==> src/rtl/ysyx_22050058_wb_arbiter.sv <==
// ---------------------------------------------------------------------------
// ysyx_22050058_wb_arbiter
//
// Shares the single regfile write port between two writeback sources.
//   Source A: the in-order pipeline, fixed high priority.
//   Source B: a long-latency unit (MDU/LSU). A starvation counter forces a
//             B grant after STARVE_MAX consecutive lost cycles.
// It also keeps a per-register scoreboard of pending B destinations and
// stalls decode on any read of a pending register that is not being
// written (and therefore forwarded) in the same cycle.
//
// Ports
//   clk, rst                     clock, synchronous active-high reset
//   a_valid_i/a_ready_o          source A handshake
//   a_waddr_i/a_wdata_i          source A destination and data
//   b_valid_i/b_ready_o          source B handshake
//   b_waddr_i/b_wdata_i          source B destination and data
//   we_o/waddr_o/wdata_o         regfile write port
//   sb_set_i/sb_set_addr_i       a B-bound op with a destination issues
//   re1_i/raddr1_i, re2_i/raddr2_i decode read ports
//   stall_o                      decode must hold
//   busy_o                       scoreboard, bit i = register i pending
// ---------------------------------------------------------------------------
module ysyx_22050058_wb_arbiter #(
  parameter int DATA_W     = 64,
  parameter int ADDR_W     = 5,
  parameter int NUM_REGS   = 32,
  parameter int STARVE_MAX = 4
) (
  input  logic                clk,
  input  logic                rst,
  input  logic                a_valid_i,
  output logic                a_ready_o,
  input  logic [ADDR_W-1:0]   a_waddr_i,
  input  logic [DATA_W-1:0]   a_wdata_i,
  input  logic                b_valid_i,
  output logic                b_ready_o,
  input  logic [ADDR_W-1:0]   b_waddr_i,
  input  logic [DATA_W-1:0]   b_wdata_i,
  output logic                we_o,
  output logic [ADDR_W-1:0]   waddr_o,
  output logic [DATA_W-1:0]   wdata_o,
  input  logic                sb_set_i,
  input  logic [ADDR_W-1:0]   sb_set_addr_i,
  input  logic                re1_i,
  input  logic [ADDR_W-1:0]   raddr1_i,
  input  logic                re2_i,
  input  logic [ADDR_W-1:0]   raddr2_i,
  output logic                stall_o,
  output logic [NUM_REGS-1:0] busy_o
);

  logic [3:0]          starve_cnt_r;
  logic [NUM_REGS-1:0] busy_r;
  logic [NUM_REGS-1:0] busy_nxt_s;
  logic                b_pri_s;
  logic                grant_a_s;
  logic                grant_b_s;
  logic [ADDR_W-1:0]   sel_addr_s;
  logic [DATA_W-1:0]   sel_data_s;
  logic                we_s;
  logic                set_en_s;
  logic                clr_en_s;
  logic                rd1_busy_s;
  logic                rd2_busy_s;
  logic                hit1_s;
  logic                hit2_s;

  // Grants are suppressed during reset so no handshake completes then.
  assign b_pri_s   = (starve_cnt_r == 4'(STARVE_MAX));
  assign grant_b_s = ~rst & b_valid_i & (~a_valid_i | b_pri_s);
  assign grant_a_s = ~rst & a_valid_i & ~grant_b_s;

  // Write-port mux: granted source drives address/data, zero when idle.
  always_comb begin
    sel_addr_s = '0;
    sel_data_s = '0;
    if (grant_a_s) begin
      sel_addr_s = a_waddr_i;
      sel_data_s = a_wdata_i;
    end else if (grant_b_s) begin
      sel_addr_s = b_waddr_i;
      sel_data_s = b_wdata_i;
    end else begin
      sel_addr_s = '0;
      sel_data_s = '0;
    end
  end

  // x0 writes still complete the handshake but never reach the regfile.
  assign we_s = (grant_a_s | grant_b_s) & (sel_addr_s != {ADDR_W{1'b0}});

  assign a_ready_o = grant_a_s;
  assign b_ready_o = grant_b_s;
  assign we_o      = we_s;
  assign waddr_o   = sel_addr_s;
  assign wdata_o   = sel_data_s;

  // Starvation counter: counts consecutive cycles B waits, saturating.
  always_ff @(posedge clk) begin
    if (rst) begin
      starve_cnt_r <= 4'd0;
    end else if (b_valid_i && !grant_b_s) begin
      if (starve_cnt_r == 4'(STARVE_MAX)) begin
        starve_cnt_r <= starve_cnt_r;
      end else begin
        starve_cnt_r <= starve_cnt_r + 4'd1;
      end
    end else begin
      starve_cnt_r <= 4'd0;
    end
  end

  assign set_en_s = sb_set_i  & (sb_set_addr_i != {ADDR_W{1'b0}});
  assign clr_en_s = grant_b_s & (b_waddr_i     != {ADDR_W{1'b0}});

  // Scoreboard next state; a set beats a clear on the same register.
  always_comb begin
    busy_nxt_s = busy_r;
    for (int i = 0; i < NUM_REGS; i++) begin
      if (set_en_s && (sb_set_addr_i == ADDR_W'(i))) begin
        busy_nxt_s[i] = 1'b1;
      end else if (clr_en_s && (b_waddr_i == ADDR_W'(i))) begin
        busy_nxt_s[i] = 1'b0;
      end else begin
        busy_nxt_s[i] = busy_r[i];
      end
    end
  end

  // Scoreboard register.
  always_ff @(posedge clk) begin
    if (rst) begin
      busy_r <= '0;
    end else begin
      busy_r <= busy_nxt_s;
    end
  end

  assign busy_o = busy_r;

  // Pending-bit lookup for both decode read ports.
  always_comb begin
    rd1_busy_s = 1'b0;
    rd2_busy_s = 1'b0;
    for (int i = 0; i < NUM_REGS; i++) begin
      rd1_busy_s = rd1_busy_s | (busy_r[i] & (raddr1_i == ADDR_W'(i)));
      rd2_busy_s = rd2_busy_s | (busy_r[i] & (raddr2_i == ADDR_W'(i)));
    end
  end

  // A read of the register B is writing right now is served by the
  // regfile's write-through forwarding, so it does not stall.
  assign hit1_s  = re1_i & rd1_busy_s & ~(we_s & grant_b_s & (sel_addr_s == raddr1_i));
  assign hit2_s  = re2_i & rd2_busy_s & ~(we_s & grant_b_s & (sel_addr_s == raddr2_i));
  assign stall_o = ~rst & (hit1_s | hit2_s);

endmodule
==> config.mk <==
export PLATFORM = sky130hd
export DESIGN_NAME = ysyx_22050058_wb_arbiter
export DESIGN_NICKNAME = d
export VERILOG_FILES = /design/src/rtl/ysyx_22050058_wb_arbiter.sv
export SDC_FILE = /design/constraint.sdc
export NUM_CORES = 1
export LEC_CHECK = 0
export BUFFER_PORTS_ARGS = -buffer_cell sky130_fd_sc_hd__buf_4
export CORE_AREA = 4 4 100 102
export DETAILED_ROUTE_END_ITERATION = 8
export DIE_AREA = 0 0 104 106
export PLACE_DENSITY = 0.74
export SETUP_SLACK_MARGIN = 0.5
export SLEW_MARGIN = 20
export SYNTH_ARGS = -nofsm -noshare
export SYNTH_HDL_FRONTEND = slang
export SYNTH_SLANG_ARGS = --single-unit
==> constraint.sdc <==
create_clock -name clk -period 5.94 [get_ports clk]
set_clock_uncertainty 0.15 [all_clocks]
set_input_delay 1.188 -clock clk [delete_from_list [all_inputs] [get_ports clk]]
set_output_delay 1.188 -clock clk [all_outputs]
set_load 0.05 [all_outputs]
# After elaboration in Yosys (flattened, before gate mapping)
# Cells that the tools add are included.
[totals] ff_bits=36 input_bits=160 out_inout_bits=105 wordCells=485
[op_classes] n_addsub=1 eq_ne=127 n_mux=68 n_bitwise=150 reduce_logical=106
[ops] cell="5-bit equality test, second input constant" n=64
[ops] cell="5-bit by 4-bit equality test with 1-bit output, second input constant" n=32
[ops] cell="64-bit two-way mux" n=2
[ops] cell="5-bit by 3-bit equality test with 1-bit output, second input constant" n=16
[ops] cell="1-bit AND" n=79
[ops] cell="1-bit logical AND" n=65
[ops] cell="1-bit bitwise OR" n=65
[ops] cell="1-bit two-way mux" n=64
[ops] cell="2-bit nonzero test" n=32
[ops] cell="5-bit by 2-bit equality test with 1-bit output, second input constant" n=8
[ops] cell="5-bit by 1-bit equality test with 1-bit output, second input constant" n=4
[ops] cell="5-bit logical NOT" n=4
[ops] cell="5-bit nonzero test" n=3
[ops] cell="5-bit equality test" n=2
[ops] cell="5-bit two-way mux" n=2
[ops] cell="1-bit inverter" n=6
[ops] cell="4-bit by 1-bit adder with 4-bit output, second input constant" n=1
[ops] cell="4-bit by 3-bit equality test with 1-bit output, second input constant" n=1
[ops] cell="2-bit OR reduction" n=1
[ops] cell="1-bit logical NOT" n=1

# Longest topological paths before layout
# Gate-level depths: netlist of the first run.
[depth] word_depth=37 ltp_mapped=9 depth_no_buf=8

# Worst setup path after synthesis of the first run
# OpenSTA, ideal clock, no wires.
[synth_path] path_kind="input -> output" start="input rst" end="output waddr_o[2]" t_arrival_ns=3.115 required_time_ns=4.602 setup_slack_ns=1.487 path_stages=6 n_path_buf=3 cell_sequence="buf_2 > nand2b_1 > a21oi_2 > buf_2 > buf_1 > a22o_1"
[synth_between] elab_chain_cells=6 word_cells_on_any_way=8 cone_classes="mux: 2; bitwise: 6"
[synth_rtl] item="start: declaration" line="31" text="input logic rst,"
[synth_rtl] item="1-bit inverter (*)" line="71" text="assign grant_b_s = ~rst & b_valid_i & (~a_valid_i | b_pri_s);"
[synth_rtl] item="1-bit AND (*) (2 in series)" line="71"
[synth_rtl] item="named net b_ready_o" line="37" text="output logic b_ready_o,"
[synth_rtl] item="1-bit inverter" line="72" text="assign grant_a_s = ~rst & a_valid_i & ~grant_b_s;"
[synth_rtl] item="1-bit AND" line="72"
[synth_rtl] item="5-bit two-way mux (*)" line="78" text="if (grant_a_s) begin"
[synth_rtl] item="end: declaration" line="41" text="output logic [ADDR_W-1:0] waddr_o,"
# Mark *: on every way through the listed nets, which the timed path passes. The rest lies on a longest branch.

# Worst setup path in the final report of the first run
[layout_path] start="input b_valid_i" end="output stall_o"
[layout_between] elab_chain_cells=13 word_cells_on_any_way=20 cone_classes="eq/ne: 2; mux: 2; bitwise: 15; reduce/logical: 1"
[layout_rtl] item="start: declaration" line="36" text="input logic b_valid_i,"
[layout_rtl] item="1-bit AND (*) (2 in series)" line="71"
[layout_rtl] item="1-bit inverter" line="72"
[layout_rtl] item="1-bit AND" line="72"
[layout_rtl] item="5-bit two-way mux" line="78"
[layout_rtl] item="5-bit nonzero test" line="91" text="assign we_s = (grant_a_s | grant_b_s) & (sel_addr_s != {ADDR_W{1'b0}});"
[layout_rtl] item="1-bit AND" line="91"
[layout_rtl] item="1-bit AND" line="154, 155"
[layout_rtl] item="1-bit AND (on tied branches)" line="154, 155"
[layout_rtl] item="1-bit inverter (on tied branches)" line="154, 155"
[layout_rtl] item="1-bit AND (on tied branches)" line="154, 155"
[layout_rtl] item="1-bit bitwise OR (*)" line="156" text="assign stall_o = ~rst & (hit1_s | hit2_s);"
[layout_rtl] item="1-bit AND (*)" line="156"
[layout_rtl] item="end: declaration" line="49" text="output logic stall_o,"
# Every way passes the cells marked *; elsewhere a longest branch is shown, timed or not.

==> results.sh, run 1 <==
export IMPL_status="complete, no violations"
export IMPL_grtUsageMet1=0.3993
export IMPL_root_buffer="clkbuf_8"
export IMPL_grt_antenna_before_repair=0
export IMPL_yosysWarnings=0
export IMPL_cpMostUsedCell="buf_4"
export IMPL_htreeDepth=2
export IMPL_grtUsageTotal=0.2854
export IMPL_relSlewSlack=0.5067
export IMPL_cts_buffer_depth=2
export IMPL_fp_dieH_um=106
export IMPL_crit_path_top_delay_cell="nor3b_4"
export IMPL_ys_ff_latch=36
export IMPL_num_vias=4460
export IMPL_placed_area_um2=5169
export IMPL_busiest_layer="met2"
export IMPL_yosysSeqAreaShare=0.2244
export IMPL_fin_crit_sh=0.7880
export IMPL_syn_nets=584
export IMPL_synth_edf_count=0
export IMPL_maxCapViolCount=0
export IMPL_cts_tree="built"
export IMPL_critical_path_startpoint_type="primary input"
export IMPL_grt_pass1_wl_um=24610
export IMPL_totalPowerFinal_w=0.0008688
export IMPL_core_area_um2=9109
export IMPL_rows=35
export IMPL_worstPathMaxFanout=15
export IMPL_nets=813
export IMPL_fmax_ghz=0.2137
export IMPL_chipWidth_um=104
export IMPL_clkSinkCount=36
export IMPL_hp_class="reg2reg"
export IMPL_final_area_um2=5295
export IMPL_initial_core_util=0.3526
export IMPL_path_delay_family="compound AO/OA/AOI/OAI gates"
export IMPL_path_cells="buf_4, and4b_1, nor3b_4, a22oi_1, a2111oi_0, nand4_1, a32o_1, buf_4"
export IMPL_cts_made_buffers=5
export IMPL_first_pass_iters=5
export IMPL_irDropWorstVdd_v=0.0001612
export IMPL_ioPinCount=265
export IMPL_portBuffers=264
export IMPL_wl_per_cell_um=22.56
export IMPL_required_ns=4.60
export IMPL_worstMarginPinSlew_ns=0.7400
export IMPL_path_clk_slew_ns=0.07
export IMPL_async_flop_share=0
export IMPL_finalMaxSlewViolations=0
export IMPL_diodes=0
export IMPL_critPathKind="in2out"
export IMPL_timing_critical_path_buf_inv=2
export IMPL_groute_layer_met2_usage=0.4160
export IMPL_tns_ns=0
export IMPL_rsz0062_at_grt="no"
export IMPL_yosysTopAreaCellShare=0.2244
export IMPL_worstSetupEndpointType="primary output"
export IMPL_period_needed_ns=4.680
export IMPL_syn_cell_area_um2=3212
export IMPL_cts_hold_buf=0
export IMPL_vias_per_cell=5.845
export IMPL_globalRouteMet3Util=0.1123
export IMPL_post_cts_buffers=0
export IMPL_grt_pass1_vias=4099
export IMPL_area_delta_synth_final_pct=64.86
export IMPL_netlist_top_cells_area="dfxtp_1 22%, a22o_1 18%, a21oi_1 5.9%, o21ai_1 3.6%, nand2_1 3.5%"
export IMPL_die_area_um2=11020
export IMPL_setup_violations=0
export IMPL_synth_area_per_cell_um2=7.611
export IMPL_hold_viol_final=0
export IMPL_r2r_setup_slack_ns=3.08
export IMPL_synthCells=422
export IMPL_max_stage_delay_ns=0.52
export IMPL_ant_nets=0
export IMPL_drive_gt1_frac=0.4310
export IMPL_arrival_ns=3.34
export IMPL_overflow=0
export IMPL_grt_max_degree=73
export IMPL_drc=0
export IMPL_ys_types=64
export IMPL_wl_um=17210
export IMPL_synth_ff_type="dfxtp_1"
export IMPL_power_density_nw_per_um2=164.1
export IMPL_synth_most_common_cell="a22o_1"
export IMPL_cts_resized=0
export IMPL_gp_congestion=0.9394
export IMPL_leakage_nw=2.452
export IMPL_clk_latency_ns=0.29
export IMPL_synth_top_cell_by_area="dfxtp_1"
export IMPL_place_hpwl_um=14050
export IMPL_yosys_top_cells_count="66 x a22o_1, 38 x a21oi_1, 36 x dfxtp_1"
export IMPL_drt_iter0_markers=420
-- sequential cells by signal, summed over array words and instances (netlist names) --
signal and count:
busy_o 32, starve_cnt_r 4
-- worst register-to-register path, cell delays in order (launching register included) --
cell and delay [ns]:
dfxtp_1 0.34, inv_1 0.07, ha_1 0.17, nand3b_1 0.20, a21oi_4 0.29, buf_4 0.63
nor2b_1 0.42, nand3_1 0.21, o21ai_1 0.18, a21oi_1 0.09
-- power breakdown --
group	internal (W)	total, W	leakage [nW]	switching, W
sequential	0.000244	0.000249	0.291	0.00000475
clock	0.000148	0.000242	0.0645	0.0000934
combinational	0.000149	0.000378	2.10	0.000229
-- cell usage in the layout (no fill, tap or decap), types with 13 or more instances in the layout --
master   instances
nand3_1         21
dfxtp_1         36
o21ai_1         23
nor2_1          13
nand2_1         30
a21oi_1         38
o21ai_0         13
a22o_1          66
buf_4          266
-- per-layer routing --
layer	part of all wire	wire, um	vias up
li1	-	-	2082
met1	0.43	7444	2093
met2	0.43	7425	273
met3	0.13	2153	12
met4	0.011	189	0
met5	0	0	-
-- kinds of logic (layout without fill, tap and decap cells) --
kind of cell | count (synthesis) | after routing | synth area share
AO/OA/AOI/OAI | 179 | 179 | 0.3970
XOR/XNOR | 7 | 7 | 0.01909
adder cells (fa/ha/maj) | 2 | 2 | 0.007790
buffers and inverters | 55 | 285 | 0.07285
flip-flops | 36 | 36 | 0.2244
multiplexers | 18 | 18 | 0.06350
AND/OR/NAND/NOR | 125 | 125 | 0.2154
-- metrics by stage --
stage	instances	setup WS, ns	hold WS (ns)	utilization
4_1_cts	763	1.271	0.3236	0.5813
3_5_place_dp	755	1.269	0.3075	0.5674
5_1_grt	763	1.105	0.3550	0.5813
2_1_floorplan	422	1.487	0.2800	-
3_3_place_gp	755	1.408	0.2925	0.5674
6_report	763	1.260	0.3199	0.5813
-- cell type report --
class                           instances  area, um2
Clock buffer                            7      96.34
Tap cell                              111      138.9
Timing Repair Buffer                  266       1997
Multi-Input combinational cell        331       2271
Sequential cell                        36      720.7
Fill cell                             852       3814
Clock inverter                          1      30.03
Inverter                               11      41.29
-- path summary, 6_finish.rpt --
check               endpoint  cells past startpoint       startpoint
max                  stall_o                      8        b_valid_i
min          starve_cnt_r[0]                      1  starve_cnt_r[0]
max reg2reg       busy_o[13]                      9  starve_cnt_r[0]
min reg2reg  starve_cnt_r[0]                      1  starve_cnt_r[0]
Note: power is estimated with default switching activity, not from simulation.
==> inputs of run 2 (changes only) <==
--- a/config.mk
+++ b/config.mk
@@ -5,11 +5,13 @@
 export SDC_FILE = /design/constraint.sdc
 export NUM_CORES = 1
 export LEC_CHECK = 0
+export ABC_AREA = 1
 export BUFFER_PORTS_ARGS = -buffer_cell sky130_fd_sc_hd__buf_4
-export CORE_AREA = 4 4 100 102
+export CORE_ASPECT_RATIO = 1.1
+export CORE_MARGIN = 4
+export CORE_UTILIZATION = 37
 export DETAILED_ROUTE_END_ITERATION = 8
-export DIE_AREA = 0 0 104 106
-export PLACE_DENSITY = 0.74
+export PLACE_DENSITY = 0.79
 export SETUP_SLACK_MARGIN = 0.5
 export SLEW_MARGIN = 20
 export SYNTH_ARGS = -nofsm -noshare
==> constraint.sdc (replaced) <==
create_clock -name clk -period 4.2 [get_ports clk]
set_clock_uncertainty 0.15 [all_clocks]
set_input_delay 0.84 -clock clk [delete_from_list [all_inputs] [get_ports clk]]
set_output_delay 0.84 -clock clk [all_outputs]
set_load 0.05 [all_outputs]
==> run 2 against run 1 <==
Effect of this change:
- die area down 3.5%
- synthesized cell count up 32%
- wire length up 28%
- sequential share of layout area down 0.50 points
- critical endpoint is now wdata_o[53]
- largest cell class unchanged
- highest routed layer unchanged
==> results.sh, run 2 <==
export IMPL_fmax_ghz=0.2786
export IMPL_syn_cell_area_um2=3349
export IMPL_cts_tree="built"
export IMPL_cts_made_buffers=5
export IMPL_post_cts_buffers=0
export IMPL_drive_gt1_frac=0.3643
export IMPL_cts_buffer_depth=2
export IMPL_finalMaxSlewViolations=0
export IMPL_vias_per_cell=5.831
export IMPL_required_ns=3.21
export IMPL_irDropWorstVdd_v=0.0001695
export IMPL_portBuffers=264
export IMPL_timing_critical_path_buf_inv=4
export IMPL_hp_class="reg2reg"
export IMPL_wl_um=22000
export IMPL_synth_top_cell_by_area="dfxtp_1"
export IMPL_path_cells="buf_6, nor2_4, nand2_2, nand2_1, clkinv_2, buf_12, a22o_1, buf_4"
export IMPL_worstPathMaxFanout=45
export IMPL_relSlewSlack=0.6240
export IMPL_yosysTopAreaCellShare=0.2152
export IMPL_place_hpwl_um=18200
export IMPL_arrival_ns=2.60
export IMPL_netlist_top_cells_area="dfxtp_1 22%, a22o_1 17%, nand2_1 14%, nand3_1 14%, nor2_1 7.3%"
export IMPL_clkSinkCount=36
export IMPL_gp_congestion=1.110
export IMPL_root_buffer="clkbuf_8"
export IMPL_ant_nets=0
export IMPL_chipWidth_um=98.72
export IMPL_ys_types=33
export IMPL_drc=0
export IMPL_critical_path_startpoint_type="primary input"
export IMPL_hold_viol_final=0
export IMPL_grt_antenna_before_repair=0
export IMPL_first_pass_iters=6
export IMPL_ioPinCount=265
export IMPL_grt_pass1_vias=5015
export IMPL_wl_per_cell_um=23.88
export IMPL_maxCapViolCount=0
export IMPL_status="complete, no violations"
export IMPL_die_area_um2=10640
export IMPL_cts_resized=0
export IMPL_area_delta_synth_final_pct=64.10
export IMPL_syn_nets=719
export IMPL_grt_pass1_wl_um=31150
export IMPL_largest_reg_flops=32
export IMPL_path_clk_slew_ns=0.08
export IMPL_diodes=0
export IMPL_cts_hold_buf=0
export IMPL_path_delay_family="buffers and inverters"
export IMPL_critPathKind="in2out"
export IMPL_nets=968
export IMPL_power_density_nw_per_um2=216.7
export IMPL_rows=36
export IMPL_rsz0062_at_grt="no"
export IMPL_synth_ff_type="dfxtp_1"
export IMPL_yosys_top_cells_count="129 x nand2_1, 92 x nand3_1, 65 x nor2_1"
export IMPL_num_vias=5370
export IMPL_final_cell_mix="264 x buf_4, 129 x nand2_1, 92 x nand3_1, 64 x a22o_1, 64 x nor2_1"
export IMPL_leakage_nw=2.783
export IMPL_setup_violations=0
export IMPL_fillers=829
export IMPL_dp_cells=913
export IMPL_max_stage_delay_ns=0.31
export IMPL_htreeDepth=2
export IMPL_synthCells=557
export IMPL_synth_most_common_cell="nand2_1"
export IMPL_core_area_um2=8828
export IMPL_grt_max_degree=52
export IMPL_yosysWarnings=0
export IMPL_overflow=0
export IMPL_grtUsageTotal=0.3921
export IMPL_yosysSeqAreaShare=0.2152
export IMPL_worstSetupEndpointType="primary output"
export IMPL_drt_iter0_markers=644
export IMPL_layout_commonest_cell="buf_4"
export IMPL_finalNonFillerCells=921
export IMPL_crit_path_top_delay_cell="clkinv_2"
export IMPL_clk_latency_ns=0.29
export IMPL_initial_core_util=0.3794
export IMPL_fp_dieH_um=107.8
export IMPL_synth_area_per_cell_um2=6.013
export IMPL_fin_crit_sh=0.8546
export IMPL_period_needed_ns=3.589
export IMPL_async_flop_share=0
export IMPL_tns_ns=0
export IMPL_worstMarginPinSlew_ns=0.5596
export IMPL_ys_ff_latch=36
export IMPL_synth_edf_count=0
## run 2: changes by cell type in the layout (fill, tap and decap cells not counted), moves of 6 or more
cell     change
nand2_1     +99
nand3_1     +71
nor2_1      +51
inv_1       +37
o21ai_1     -22
mux2i_1     -11
nor2b_1     -11
nor3b_1      -7
nand2_2      +6
nor2_2       +6
## run 2: metrics by stage
step                      setup slack [ns]  area (um2)  hold slack, ns  total power, W    util
after global placement              0.5856        5400          0.2926       0.0009305  0.6117
after detailed placement            0.5454        5400          0.3181       0.0009300  0.6117
after floorplan                     0.5920        3353          0.2800       0.0006599       -
after global routing                0.5515        5497          0.3859        0.001220  0.6226
after CTS                           0.5276        5485          0.3354        0.001179  0.6213
final                               0.6107        5497          0.3373        0.001191  0.6226
## run 2: worst paths after layout
check                                startpoint               to  slack (ns)  cells past startpoint
worst max-delay path                        rst      wdata_o[53]        0.61                      8
worst min register to register  starve_cnt_r[0]  starve_cnt_r[0]        0.34                      1
worst min-delay path            starve_cnt_r[0]  starve_cnt_r[0]        0.34                      1
worst max register to register  starve_cnt_r[0]        busy_o[6]        1.54                      8
## run 2: logic make-up after synthesis
group           Yosys count  synth area share
flops                    36            0.2152
compound gates          125            0.2671
xor+xnor                  2          0.005231
buf+inv                  76           0.09077
simple gates            316            0.4143
fa+ha+maj                 2          0.007470
## run 2: per-layer routing
layer / share of wire / global-route usage / vias up
met1: 0.38 / 0.5255 / 2468
met5: 0 / 0 / -
li1: - / - / 2415
met2: 0.44 / 0.6193 / 437
met4: 0.026 / 0.09951 / 0
met3: 0.15 / 0.1108 / 50
## run 2: layout make-up
cell class              instances  area, um2  area share
clock inverters                 1      8.758    0.001593
repair buffers                267       2024      0.3683
multi-input cells             445       2331      0.4241
well taps                     114      142.6     0.02595
inverters                      51      192.7     0.03506
flip-flops and latches         36      720.7      0.1311
clock buffers                   7      76.32     0.01389
## run 2: power breakdown
| group | switching [W] | internal [W] |
|---|---|---|
| registers | 0.00000731 | 0.000345 |
| logic | 0.000378 | 0.000207 |
| clock network | 0.000134 | 0.000119 |
| total | 0.000520 | 0.000671 |
## run 2: worst reg2reg max path: stages, from the launching register on
cell and delay [ns]:
dfxtp_1 0.35, inv_1 0.07, ha_1 0.19, nand3_2 0.14
a21oi_4 0.28, buf_6 0.39, nand2_1 0.50, o21ai_0 0.37
a21oi_1 0.11
